===== src/rtl/euler_pkg.sv =====
// Shared definitions for the Euler step controller: FSM state encoding and
// watchdog timing constants.
package euler_pkg;

  typedef enum logic [2:0] {
    S_IDLE     = 3'd0,
    S_LAUNCH   = 3'd1,
    S_WAIT_ROW = 3'd2,
    S_ACK_ROW  = 3'd3,
    S_END_PASS = 3'd4,
    S_DONE     = 3'd5,
    S_ERROR    = 3'd6
  } state_e;

  // Watchdog limit for one row wait is WD_MULT * columns + WD_OFFSET cycles.
  localparam int unsigned WD_MULT   = 4;
  localparam int unsigned WD_OFFSET = 16;

endpackage


===== src/rtl/euler_watchdog.sv =====
// Saturating cycle counter that flags when a row wait has used up its budget.
module euler_watchdog #(
  parameter int W = 9
) (
  input  logic         clk,
  input  logic         rst,
  input  logic         clear,
  input  logic         enable,
  input  logic [W-1:0] limit,
  output logic         expired
);

  logic [W-1:0] count_q, count_d;

  // Next count: clear wins, otherwise count up while enabled and stop at all-ones.
  // NOTE: every signal written in always_comb gets a default first, so no path leaves it unassigned and no latch is inferred.
  always_comb begin
    count_d = count_q;
    if (clear) begin
      count_d = '0;
    end else if (enable && (count_q != '1)) begin
      count_d = count_q + W'(1);
    end
  end

  // Counter register with synchronous reset.
  // NOTE: sequential state uses non-blocking assignments so all registers update together at the edge.
  always_ff @(posedge clk) begin
    if (rst) count_q <= '0;
    else     count_q <= count_d;
  end

  // The current enabled cycle is the limit-th one since the last clear.
  assign expired = enable && (count_q >= (limit - W'(1)));

endmodule


===== src/rtl/euler_step_controller.sv =====
// Sequences Euler integration steps over a matrix pipeline: one launch per
// step, one acknowledge per row, an end-of-pass pulse per step, with an
// overflow/watchdog abort path into a sticky error.
module euler_step_controller
  import euler_pkg::*;
#(
  parameter int ADD_SIZE  = 16,
  parameter int DATA_SIZE = 16,
  parameter int MAX_DIM   = 6,
  parameter int STEP_W    = 8
) (
  input  logic                clk,
  input  logic                rst,
  input  logic                go,
  input  logic [STEP_W-1:0]   num_steps,
  input  logic [MAX_DIM-1:0]  shape_0,
  input  logic [MAX_DIM-1:0]  shape_1,
  input  logic                pipe_data_ready,
  input  logic [ADD_SIZE-1:0] pipe_out_acc,
  input  logic                pipe_overflow,
  output logic                pipe_start,
  output logic                pipe_return_default,
  output logic                pipe_final_done,
  output logic                busy,
  output logic                done,
  output logic                error,
  output logic                result_valid,
  output logic [MAX_DIM-1:0]  result_row,
  output logic [ADD_SIZE-1:0] result_data,
  output logic [STEP_W-1:0]   step_count
);

  // Wide enough for WD_MULT * (2**MAX_DIM - 1) + WD_OFFSET.
  localparam int WD_W = MAX_DIM + 3;

  state_e              state_q, state_d;
  logic [MAX_DIM-1:0]  shape0_q, shape0_d;
  logic [MAX_DIM-1:0]  shape1_q, shape1_d;
  logic [STEP_W-1:0]   steps_q, steps_d;
  logic [MAX_DIM-1:0]  row_q, row_d;
  logic [STEP_W-1:0]   step_q, step_d;
  logic                error_q, error_d;
  logic                res_valid_q, res_valid_d;
  logic [MAX_DIM-1:0]  res_row_q, res_row_d;
  logic [ADD_SIZE-1:0] res_data_q, res_data_d;

  logic                wd_clear, wd_enable, wd_expired;
  logic [WD_W-1:0]     wd_limit;
  logic                ovf_abort;

  assign wd_limit = WD_W'(shape1_q) * WD_W'(WD_MULT) + WD_W'(WD_OFFSET);

  euler_watchdog #(.W(WD_W)) u_watchdog (
    .clk     (clk),
    .rst     (rst),
    .clear   (wd_clear),
    .enable  (wd_enable),
    .limit   (wd_limit),
    .expired (wd_expired)
  );

  // Overflow aborts from any working state; DONE and ERROR are already finishing.
  assign ovf_abort = pipe_overflow &&
                     ((state_q == S_LAUNCH) || (state_q == S_WAIT_ROW) ||
                      (state_q == S_ACK_ROW) || (state_q == S_END_PASS));

  // Next-state, datapath updates and per-state pulse outputs.
  always_comb begin
    state_d             = state_q;
    shape0_d            = shape0_q;
    shape1_d            = shape1_q;
    steps_d             = steps_q;
    row_d               = row_q;
    step_d              = step_q;
    error_d             = error_q;
    res_valid_d         = 1'b0;
    res_row_d           = res_row_q;
    res_data_d          = res_data_q;
    wd_clear            = 1'b0;
    wd_enable           = 1'b0;
    pipe_start          = 1'b0;
    pipe_return_default = 1'b0;
    pipe_final_done     = 1'b0;
    done                = 1'b0;

    case (state_q)
      S_IDLE: begin
        if (go) begin
          error_d = 1'b0;
          if ((shape_0 != '0) && (shape_1 != '0) && (num_steps != '0)) begin
            shape0_d = shape_0;
            shape1_d = shape_1;
            steps_d  = num_steps;
            row_d    = '0;
            step_d   = '0;
            state_d  = S_LAUNCH;
          end else begin
            state_d  = S_DONE;
          end
        end
      end
      S_LAUNCH: begin
        pipe_start = 1'b1;
        wd_clear   = 1'b1;
        state_d    = S_WAIT_ROW;
      end
      S_WAIT_ROW: begin
        wd_enable = 1'b1;
        if (pipe_data_ready) begin
          res_valid_d = 1'b1;
          res_row_d   = row_q;
          res_data_d  = pipe_out_acc;
          state_d     = S_ACK_ROW;
        end else if (wd_expired) begin
          state_d = S_ERROR;
        end
      end
      S_ACK_ROW: begin
        pipe_return_default = 1'b1;
        if (row_q == (shape0_q - MAX_DIM'(1))) begin
          state_d = S_END_PASS;
        end else begin
          row_d    = row_q + MAX_DIM'(1);
          wd_clear = 1'b1;
          state_d  = S_WAIT_ROW;
        end
      end
      S_END_PASS: begin
        pipe_final_done = 1'b1;
        if (step_q == (steps_q - STEP_W'(1))) begin
          state_d = S_DONE;
        end else begin
          step_d  = step_q + STEP_W'(1);
          row_d   = '0;
          state_d = S_LAUNCH;
        end
      end
      S_DONE: begin
        done    = 1'b1;
        state_d = S_IDLE;
      end
      S_ERROR: begin
        pipe_final_done = 1'b1;
        done            = 1'b1;
        error_d         = 1'b1;
        state_d         = S_IDLE;
      end
      default: state_d = S_IDLE;
    endcase

    // Overflow outranks a same-cycle row result and freezes the counters.
    if (ovf_abort) begin
      state_d     = S_ERROR;
      res_valid_d = 1'b0;
      res_row_d   = res_row_q;
      res_data_d  = res_data_q;
      row_d       = row_q;
      step_d      = step_q;
    end
  end

  // State, configuration, counters and captured result registers.
  always_ff @(posedge clk) begin
    if (rst) begin
      state_q     <= S_IDLE;
      shape0_q    <= '0;
      shape1_q    <= '0;
      steps_q     <= '0;
      row_q       <= '0;
      step_q      <= '0;
      error_q     <= 1'b0;
      res_valid_q <= 1'b0;
      res_row_q   <= '0;
      res_data_q  <= '0;
    end else begin
      state_q     <= state_d;
      shape0_q    <= shape0_d;
      shape1_q    <= shape1_d;
      steps_q     <= steps_d;
      row_q       <= row_d;
      step_q      <= step_d;
      error_q     <= error_d;
      res_valid_q <= res_valid_d;
      res_row_q   <= res_row_d;
      res_data_q  <= res_data_d;
    end
  end

  assign busy         = (state_q != S_IDLE);
  assign error        = error_q;
  assign result_valid = res_valid_q;
  assign result_row   = res_row_q;
  assign result_data  = res_data_q;
  assign step_count   = step_q;

endmodule


===== config.mk =====
export PLATFORM = sky130hd
export DESIGN_NAME = euler_step_controller
export DESIGN_NICKNAME = d
export VERILOG_FILES = /design/src/rtl/euler_pkg.sv /design/src/rtl/euler_watchdog.sv /design/src/rtl/euler_step_controller.sv
export SDC_FILE = /design/constraint.sdc
export NUM_CORES = 1
export LEC_CHECK = 0
export BUFFER_PORTS_ARGS = -buffer_cell sky130_fd_sc_hd__clkbuf_2
export CORE_UTILIZATION = 45
export CTS_CLUSTER_DIAMETER = 60
export DETAILED_ROUTE_END_ITERATION = 10
export GPL_ROUTABILITY_DRIVEN = 0
export HOLD_SLACK_MARGIN = 0.03
export PLACE_DENSITY = 0.68
export SLEW_MARGIN = 30
export SYNTH_ARGS = -nofsm -noshare
export SYNTH_HDL_FRONTEND = slang
export SYNTH_SLANG_ARGS = --single-unit
export TNS_END_PERCENT = 20

===== constraint.sdc =====
create_clock -name clk -period 3.5 [get_ports clk]
set_clock_uncertainty 0.05 [all_clocks]
set_input_delay 1.05 -clock clk [delete_from_list [all_inputs] [get_ports clk]]
set_output_delay 1.05 -clock clk [all_outputs]
set_load 0.03 [all_outputs]

Word-level counts from Yosys, hierarchy flattened
Index checks and enable logic that the tools add are counted.

storage, ports and cells
  input port bits = 41
  output and inout port bits = 37
  ROM bits = 0
  memories kept = 0
  logic and storage cells = 93
  latch bits = 0
  bits in writable memories = 0
  register bits after elaboration = 70

cells by class
  equal/unequal tests = 16
  multiplexer cells = 27
  $mul = 0
  bitwise operators = 2
  shifts and indexed selects = 0
  order comparisons = 1
  reduce and logical (&&, ||, !) cells = 28
  add/subtract/negate cells = 7
  div/mod/pow operators = 0

operators with widths
  cell                                                                 number
  6-bit 2-to-1 mux                                                     4
  8-bit 2-to-1 mux                                                     3
  3-bit 2-to-1 mux                                                     7
  6-bit case mux with 3 select lines                                   1
  8-bit case mux with 2 select lines                                   1
  3-bit case mux with 5 select lines                                   1
  6-bit nonzero test                                                   2
  8-bit by 5-bit adder with 9-bit output (second input constant)       1
  9-bit by 1-bit adder with 9-bit output (second input constant)       1
  3-bit == test (second input constant)                                3
  9-bit >= comparator                                                  1
  9-bit inequality test (second input constant)                        1
  9-bit by 1-bit subtractor with 9-bit output (second input constant)  1
  8-bit by 1-bit adder with 8-bit output (second input constant)       1
  8-bit == test                                                        1
  1-bit 2-to-1 mux                                                     8
  2-bit inequality test (second input constant)                        4
  8-bit nonzero test                                                   1
  2-bit OR reduction                                                   4
  8-bit by 1-bit subtractor with 8-bit output (second input constant)  1
  6-bit by 1-bit adder with 6-bit output (second input constant)       1
  3-bit by 2-bit == test with 1-bit output (second input constant)     2
  6-bit == test                                                        1
  2-bit AND reduction                                                  3
  16 further kinds                                                     27

Depth between registers and ports, before layout
Gate-level depths: netlist of the first run.

  depth after elaboration = 8
  mapped depth = 11
  depth with buffers taken out = 11

Modules after synthesis
From an unflattened synthesis of the first run, not the netlist that was laid out.

second synthesis, totals
  cell total of the unflattened synthesis = 466
  area, all modules = 3,744.8 µm²

by module, submodules not included
  module                 area each (µm²)  sequential area each (µm²)  times used  cells each
  euler_step_controller  3,026.7          1,221.2                     1           380
  euler_watchdog         718.2            180.2                       1           86

Worst setup path after synthesis of the first run
Ideal clock, no wire load.

  kind = register to output
  start = reg state_q[1]
  end = out done
  arrival time = 1.496 ns
  slack = 0.904 ns
  buffers on the path = 1
  data required time = 2.400 ns
  stages on the path, launching flop included = 4
  path through = dfxtp_1 > clkbuf_1 > nand2b_1 > a21boi_0

on the way
  word-level cells in the longest chain between the ends = 3

ends and longest elaborated chain
  what                            RTL line                      RTL
  from (decl)                     euler_step_controller.sv:36   state_e state_q, state_d;
  from (signal assigned)          euler_step_controller.sv:176  state_q <= state_d;
  3-bit == test                   euler_step_controller.sv:86   case (state_q)
  2-bit OR reduction (no line) *  -
  1-bit 2-to-1 mux *              euler_step_controller.sv:86
  to (decl)                       euler_step_controller.sv:25   output logic done,

Every way passes the cells marked *; elsewhere a longest branch is shown, timed or not.

Worst setup path after layout of the first run
  start = reg state_q[1]
  end = reg state_q[2]

on the way
  word-level cells in the longest chain between the ends = 7

ends and longest elaborated chain
  what                                                                                                  RTL line                                                  RTL
  3-bit by 1-bit == test with 1-bit output or 3-bit by 2-bit == test with 1-bit output (tied branches)  euler_step_controller.sv:64, euler_step_controller.sv:86
  1-bit logical OR (2 in series)                                                                        euler_step_controller.sv:64                               ((state_q == S_LAUNCH) || (state_q == S_WAIT_ROW) ||
  1-bit logical OR                                                                                      euler_step_controller.sv:65                               (state_q == S_ACK_ROW) || (state_q == S_END_PASS));
  1-bit logical AND                                                                                     euler_step_controller.sv:63                               assign ovf_abort = pipe_overflow &&
  4-bit by 3-bit inequality test with 1-bit output (no line) or 3-bit inequality test (tied branches)   -
  2-bit AND reduction (no line)                                                                         -

Several ways; a longest one is shown, not always the timed one.
A chain may end at the register's enable or synchronous reset.

==> impl_metrics.toml, run 1 <==
[route]
dr_wl_met3_um = 312
met2_length_mm = 3.88
ant_nets = 0
drc = 0
wl_per_cell_um = 13.6
highest_layer = "met4"
vias_per_cell = 5.38
postRouteWirelength_mm = 8.23
drt_iter0_drc = 156
vias = 3267
drt_pre_antenna_iters = 4
wl_met1_mm = 3.92

[place]
place_ws_ns = 0.556
port_buffers = 77
place_area_um2 = 4030
dp_cells = 591
dp_hpwl_mm = 5.99

[sta]
slew_headroom_pct = 43.8
finalSetupViolations = 0
finalHoldViolations = 0
period_needed_ns = 2.80
fin_crit_sh_pct = 80.1
rsz0062_at_grt = "no"
hold_slack_ns = 0.409
slew_viol_final = 0
worst_slack_ns = 0.697
clock.fmax_mhz = 357
tightest_slew_ns = 0.843
final.setup.tns_ns = 0

[cells_and_area]
diodes = 0
final_cells = 607
multi_input_area_um2 = 2050
regArea_um2 = 1400
postLayoutCellArea_um2 = 4200
syn_to_final_growth_pct = 16.8
num-fill-cells = 728
drive_above_1_share_pct = 20.8
layout.nets = 555

[cts]
h-tree-depth = 3
cts_buffers = 9
cts_sinks = 70
clk_pin_slew_ns = 0.08
cts-root-buf = "clkbuf_8"
post_cts_buffers = 0
clock_latency_ns = 0.35
clk_path_buf_depth = 2
cts_hold_buf = 0
cts_tree = "done"
postCtsResizedCells = 0

[logic_synthesis]
synth_seq_cells = 70
synthArstFlopShare_pct = 0
avgSynthCellArea_um2 = 8.37
yosysUniqueCellTypes = 51
yosysWarnings = 0
syn_inst = 430
syn_area_um2 = 3600
synth_nets = 485
seq_area_frac_synth_pct = 39.0
synth-edff-count = 0
synth_ff_type = "dfxtp_1"

[worst_setup_path]
critPathArrivalTime_ns = 3.02
end_kind = "flip-flop"
worst-setup-path-type = "reg2reg"
cp.required_ns = 3.71
crit_path_start_kind = "flip-flop"
path_max_fanout = 28

[power]
p_leak_nw = 1.76
power_density_nw_per_um2 = 628
max-vdd-ir-drop_mv = 0.359

[hold_path]
min_path_type = "reg2reg"

[global_routing]
grt-ovfl-total = 0
grt_pass1_wl_mm = 14.0
grt_max_degree = 29
antenna_found_initial = 0
grt_pass1_vias = 3016
grtUsageTotal_pct = 20.8

[die]
die_h_um = 91.4
pin_count = 78
rows = 32
start_util_pct = 46.6
die_w_um = 91.4
die-area_um2 = 8350
core_area_um2 = 7730

[run_status]
status = "finished, final reports clean"

[run]
drv_cap = 0
through the flow:
step | power [mW] | utilization, %
after CTS | 2.65 | 54.4
final | 2.64 | 54.4
after global routing | 2.83 | 54.4
after global placement | 2.03 | 52.1
after floorplan | 1.85 | -
after detailed placement | 2.07 | 52.1
worst max-delay path: stages, from the launching register on:
cell	delay [ns]
dfxtp_1	0.44
nor2_1	0.46
nand3_1	0.18
a2111oi_2	0.39
and4_1	0.82
nor4_1	0.13
a211oi_1	0.24
power breakdown:
group / switching (mW) / internal (mW) / total (mW) / leakage (nW)
logic: 0.589 / 0.425 / 1.01 / 1.11
registers: 0.152 / 0.892 / 1.04 / 0.568
clock network: 0.324 / 0.257 / 0.581 / 0.0852
total: 1.06 / 1.57 / 2.64 / 1.76
cell families after synthesis:
kind of cell,Yosys count,synth area share [%]
xor gates and xnor gates,28,6.82
muxes,22,6.12
AOI/OAI and AO/OA,90,15.6
buffers and inverters,31,4.21
adders and majority gates,14,4.87
and+or+nand+nor,175,23.4
DFF,70,39.0
metal layers:
metal  global-route usage [%]  vias to the layer above
met3                     4.86                       11
met4                     7.28                        0
met2                     33.0                       62
met5                        0                        -
met1                     27.7                     1538
li1                         -                     1656
flip-flops by register name (all words and copies together) (netlist names):
register	count
result_data	16
u_watchdog.count_q	9
step_count	8
steps_q	8
result_row	6
row_q	6
shape0_q	6
shape1_q	6
state_q	3
error	1
result_valid	1
cells in the mapped netlist (all sizes together) (5+ instances only):
master  instances  area share [%]
ha             14             4.9
inv             9            0.94
nor3            7             1.1
nand3          12             1.7
nor4            7             1.2
nand4           6             1.0
nor2b           5            0.87
o21ai          12             1.7
a21o            7             1.5
or3             8             1.5
o31ai           9             1.9
or4             9             1.9
xnor2          15             3.7
nor2           47             4.9
clkbuf         13             1.4
dfxtp          70              39
nand2          60             6.3
buf             9             1.9
xor2           13             3.2
a21oi          43             6.1
mux2i          22             6.1
cells in the final DEF (no fill, tap or decap), types with 5 or more instances in the layout:
cell and n:
o31ai_1 9, clkbuf_2 77, xor2_1 13, a21oi_1 42
nor2b_1 5, nand3_1 12, a21o_1 7, xnor2_1 15
clkbuf_8 9, inv_1 9, dfxtp_1 70, or4_1 9
nor2_1 47, mux2i_1 22, nor4_1 7, nand4_1 6
ha_1 14, nor3_1 5, o21ai_0 11, nand2_1 60
or3_1 7
cell type report:
| type | instances | share of cell area (%) |
|---|---|---|
| multi-input cells | 329 | 48.8 |
| flip-flops and latches | 70 | 33.3 |
| well taps | 102 | 3.04 |
| clock inverters | 7 | 1.22 |
| inverters | 9 | 0.804 |
| repair buffers | 81 | 9.88 |
| clock buffers | 9 | 2.95 |
worst paths after layout:
| check | from | end | slack, ns | depth (start not counted) |
|---|---|---|---|---|
| worst max register to register | state_q[1] | state_q[2] | 0.70 | 6 |
| worst min register to register | result_data[4] | result_data[4] | 0.41 | 2 |
| worst min-delay path | result_data[4] | result_data[4] | 0.41 | 2 |
| worst max-delay path | state_q[1] | state_q[2] | 0.70 | 6 |
Note: power is estimated with default switching activity, not from simulation.
==> run 2: changes to the inputs <==
--- a/config.mk
+++ b/config.mk
@@ -11,7 +11,7 @@
 export DETAILED_ROUTE_END_ITERATION = 10
 export GPL_ROUTABILITY_DRIVEN = 0
 export HOLD_SLACK_MARGIN = 0.03
-export PLACE_DENSITY = 0.68
+export PLACE_DENSITY = 0.71
 export SLEW_MARGIN = 30
 export SYNTH_ARGS = -nofsm -noshare
 export SYNTH_HDL_FRONTEND = slang
==> constraint.sdc (replaced) <==
create_clock -name clk -period 2.5 [get_ports clk]
set_clock_uncertainty 0.05 [all_clocks]
set_input_delay 0.75 -clock clk [delete_from_list [all_inputs] [get_ports clk]]
set_output_delay 0.75 -clock clk [all_outputs]
set_load 0.03 [all_outputs]
==> run 2 against run 1 <==
  * Non-clock buffer count grew 12
  * Setup slack lost 0.56 ns
  * Sequential power grew 36%
  * Sequential share of layout area shrank 1.0 points
  * Power grew 48%
  * Via count grew 2.2%
  * Routed wire length grew 2.7%
  * Die area is the same
  * Global-route usage grew 0.73 points
  * Final area grew 3.2%
  * Register-to-register slack lost 0.56 ns
==> impl_metrics.toml, run 2 (synthesis results as in run 1) <==
[worst_setup_path]
rrSetupSlack_ns = 0.14
path_max_fanout = 15
critPathArrivalTime_ns = 2.59
crit_path_start_kind = "flip-flop"
slowest_stage = "or4_1"
worstPathBufferInverterCount = 1
timing.rr.start = "state_q[0]"
slowest_delay_ns = 0.49
worst-setup-path-type = "reg2reg"
ff2ff_path_depth = 7
worstPathCellList = "or3_4 -> a21oi_2 -> a221oi_2 -> buf_4 -> or2_4 -> or4_1 -> a21oi_1"
crit_family = "simple AND/OR/NAND/NOR gates"
end_kind = "flip-flop"
worstSetupPathDepth = 7
r2r-end = "step_count[7]"
cp.required_ns = 2.73

[power]
max-vdd-ir-drop_mv = 0.442
p_clk_share_pct = 23.7
power_density_nw_per_um2 = 899
total_power_mw = 3.90
p_leak_nw = 1.84
comb_power_share_pct = 40.0
switching_share_pct = 39.2
intPower_mw = 2.37
p_seq_share_pct = 36.3
power_switching_mw = 1.53

[die]
die_h_um = 91.4
die-area_um2 = 8350
start_util_pct = 46.6
pin_count = 78
rows = 32
core_area_um2 = 7730
die_w_um = 91.4

[place]
port_buffers = 77
dp_cells = 603
dp_hpwl_mm = 6.26
place_ws_ns = -0.109
place_area_um2 = 4130

[global_routing]
busiest_layer = "met2"
grtUsageMet1_pct = 26.4
grtUsageTotal_pct = 21.6
grt-ovfl-total = 0
grt_pass1_vias = 3157
grt_max_degree = 29
antenna_found_initial = 0
grt_pass1_wl_mm = 14.4
grt_util_met3_pct = 4.10
met2_usage_pct = 36.2

[cells_and_area]
postLayoutCellArea_um2 = 4340
syn_to_final_growth_pct = 20.5
fin_util_pct = 56.1
diodes = 0
layout_commonest_cell = "clkbuf_2"
final_cells = 619
largest_register_ffs = 16
drive_above_1_share_pct = 22.8
layout.nets = 567
final_cell_mix = "77 x clkbuf_2, 70 x dfxtp_1, 60 x nand2_1"

[cts]
h-tree-depth = 3
clk_path_buf_depth = 2
clk_pin_slew_ns = 0.08
clock_latency_ns = 0.36
cts_tree = "done"
cts-root-buf = "clkbuf_8"
cts_sinks = 70
cts_hold_buf = 0
cts_buffers = 9

[route]
drt_pre_antenna_iters = 5
drt_iter0_drc = 110
wl_per_cell_um = 13.7
vias_per_cell = 5.40
vias = 3340
postRouteWirelength_mm = 8.46
drc = 0
ant_nets = 0

[sta]
finalHoldViolations = 0
fin_crit_sh_pct = 94.4
clock.fmax_mhz = 424
rsz0062_at_grt = "no"
final.setup.tns_ns = 0
worst_slack_ns = 0.140
tightest_slew_ns = 0.764
slew_headroom_pct = 49.0
period_needed_ns = 2.36
finalSetupViolations = 0
slew_viol_final = 0
hold_slack_ns = 0.409

[run_status]
status = "finished, final reports clean"

[hold_path]
holdCritStartpoint = "result_data[3]"
whs_endpoint = "result_data[3]"
min_path_cells = 2
min_path_type = "reg2reg"

[run]
drv_cap = 0
==> run 2: changes by cell type in the layout (fill, tap and decap cells not counted) <==
cell,previous run,this run
nor2b_4,0,1
clkinv_4,3,2
buf_4,4,15
nor2b_1,5,4
inv_6,0,1
bufinv_16,0,1
buf_12,0,1
clkinvlp_4,2,1
==> run 2: final cells by class <==
| cell class | count | area [um2] |
|---|---|---|
| inverters | 9 | 33.8 |
| fillers | 733 | 3390 |
| repair buffers | 93 | 518 |
| clock inverters | 7 | 73.8 |
| flip-flops and latches | 70 | 1400 |
| multi-input cells | 329 | 2060 |
| well taps | 102 | 128 |
| clock buffers | 9 | 124 |
==> run 2: worst register-to-register path, stage by stage, from the launching register on <==
cell	delay, ns
dfxtp_1	0.40
or3_4	0.44
a21oi_2	0.16
a221oi_2	0.08
buf_4	0.17
or2_4	0.31
or4_1	0.49
a21oi_1	0.17
==> run 2: power by group through the flow <==
stage	Combinational (mW)	Sequential, mW	Clock (mW)
global route	1.71	1.44	0.993
CTS	1.55	1.41	0.948
detailed placement	1.54	1.44	0
floorplan	1.15	1.44	0
finish	1.56	1.41	0.926
global placement	1.49	1.43	0
==> run 2: layer usage <==
| layer | up-vias | share of wire [%] |
|---|---|---|
| met5 | - | 0 |
| met4 | 0 | 2.0 |
| met3 | 13 | 4.6 |
| met2 | 83 | 47 |
| met1 | 1565 | 46 |
| li1 | 1679 | - |
==> run 2: how the worst max path moves through the flow <==
stage	slack [ns]	from	to
final	0.14	state_q[0]	step_count[7]
after global routing	0.01	shape0_q[0]	row_q[2]
after CTS	0.005	state_q[0]	pipe_start
after detailed placement	-0.11	shape_0[2]	step_count[7]
after global placement	-0.04	shape_0[5]	step_count[3]
after floorplan	0.20	state_q[1]	done
==> run 2: timing repair <==
action,4_1_cts,5_1_grt
setup buffers,0,0
resized for setup,0,2
endpoints found under the setup margin,0,1
==> run 3: changes to the inputs <==
--- a/config.mk
+++ b/config.mk
@@ -11,7 +11,7 @@
 export DETAILED_ROUTE_END_ITERATION = 10
 export GPL_ROUTABILITY_DRIVEN = 0
 export HOLD_SLACK_MARGIN = 0.03
-export PLACE_DENSITY = 0.71
+export PLACE_DENSITY = 0.75
 export SLEW_MARGIN = 30
 export SYNTH_ARGS = -nofsm -noshare
 export SYNTH_HDL_FRONTEND = slang
==> run 3 against run 2 <==
  * Power grew 1.5%
  * Setup slack lost 0.060 ns
  * Via count shrank 1.4%
  * Highest routed layer unchanged
==> impl_metrics.toml, run 3 (synthesis results as in run 1) <==
[run_status]
status = "finished, final reports clean"

[cells_and_area]
postLayoutCellArea_um2 = 4360
multi_input_area_um2 = 2070
layout.nets = 566
largest_register_ffs = 16
diodes = 0
regArea_um2 = 1400
final_cells = 618
fin_util_pct = 56.4
num-fill-cells = 714
final_cell_mix = "77 x clkbuf_2, 69 x dfxtp_1, 60 x nand2_1"
layout_commonest_cell = "clkbuf_2"
syn_to_final_growth_pct = 21.3
drive_above_1_share_pct = 22.9

[power]
max-vdd-ir-drop_mv = 0.616
p_leak_nw = 1.84
total_power_mw = 3.96
power_density_nw_per_um2 = 908

[worst_setup_path]
worst-setup-path-type = "reg2out"
path_max_fanout = 16
critPathArrivalTime_ns = 1.62
rrSetupSlack_ns = 0.22
r2r-end = "row_q[2]"
crit_path_start_kind = "flip-flop"
timing.rr.start = "shape0_q[0]"
cp.required_ns = 1.70
ff2ff_path_depth = 8
end_kind = "output pin"

[place]
place_area_um2 = 4140
dp_cells = 602
dp_hpwl_mm = 6.21
place_ws_ns = -0.117
port_buffers = 77

[sta]
slew_headroom_pct = 47.8
rsz0062_at_grt = "no"
final.setup.tns_ns = 0
worst_slack_ns = 0.0798
hold_slack_ns = 0.409
slew_viol_final = 0
clock.fmax_mhz = 413
fin_crit_sh_pct = 96.8
finalHoldViolations = 0
finalSetupViolations = 0
tightest_slew_ns = 0.783
period_needed_ns = 2.42

[die]
die_h_um = 91.4
die-area_um2 = 8350
core_area_um2 = 7730
start_util_pct = 46.6
pin_count = 78
rows = 32
die_w_um = 91.4

[cts]
cts-root-buf = "clkbuf_8"
clock_latency_ns = 0.35
cts_sinks = 70
post_cts_buffers = 0
cts_tree = "done"
clk_pin_slew_ns = 0.08
clk_path_buf_depth = 2
cts_buffers = 9
postCtsResizedCells = 0
h-tree-depth = 3
cts_hold_buf = 0

[global_routing]
grt-ovfl-total = 0
grt_pass1_vias = 3147
grtUsageTotal_pct = 20.9
antenna_found_initial = 0
grt_max_degree = 30
grt_pass1_wl_mm = 14.0

[route]
drt_iter0_drc = 127
vias_per_cell = 5.33
ant_nets = 0
postRouteWirelength_mm = 8.40
drt_pre_antenna_iters = 4
vias = 3294
drc = 0
wl_per_cell_um = 13.6

[hold_path]
whs_endpoint = "result_data[0]"
holdCritStartpoint = "result_data[0]"
min_path_type = "reg2reg"
min_path_cells = 2

[run]
drv_cap = 0
[run 3: worst max-delay path by stage]
stage	from	to	slack [ns]	depth (start not counted)
after floorplan	state_q[1]	done	0.20	3
after global placement	shape_0[0]	step_count[3]	-0.03	9
after detailed placement	shape_1[0]	row_q[1]	-0.12	8
after CTS	state_q[2]	pipe_start	0.06	4
after global routing	state_q[0]	pipe_start	0.02	4
final	state_q[2]	pipe_start	0.08	4
[run 3: critical path, cell delays in order (launching register included)]
cell      delay, ns
dfxtp_1        0.32
buf_4          0.18
nor2b_1        0.33
nor2b_1        0.22
clkbuf_2       0.23
[run 3: report_power, final]
| part | switching [mW] | internal (mW) | leakage [nW] |
|---|---|---|---|
| Sequential | 0.147 | 1.25 | 0.568 |
| Clock | 0.451 | 0.493 | 0.0993 |
| Combinational | 0.927 | 0.690 | 1.17 |
| Total | 1.53 | 2.43 | 1.84 |
[run 3: cell type report]
type	count	share of cell area [%]
sequential	70	32.2
clock buffer	10	3.16
timing repair buffer	92	12.0
tap	102	2.93
inverter	9	0.775
clock inverter	6	1.55
multi-input combinational	329	47.4
[run 3: metal layers]
metal	global-route usage, %	part of all wire, %	vias to the layer above
met1	25.3	45	1533
met2	35.4	49	70
li1	-	-	1681
met4	9.13	1.5	0
met5	0	0	-
met3	4.69	4.5	10
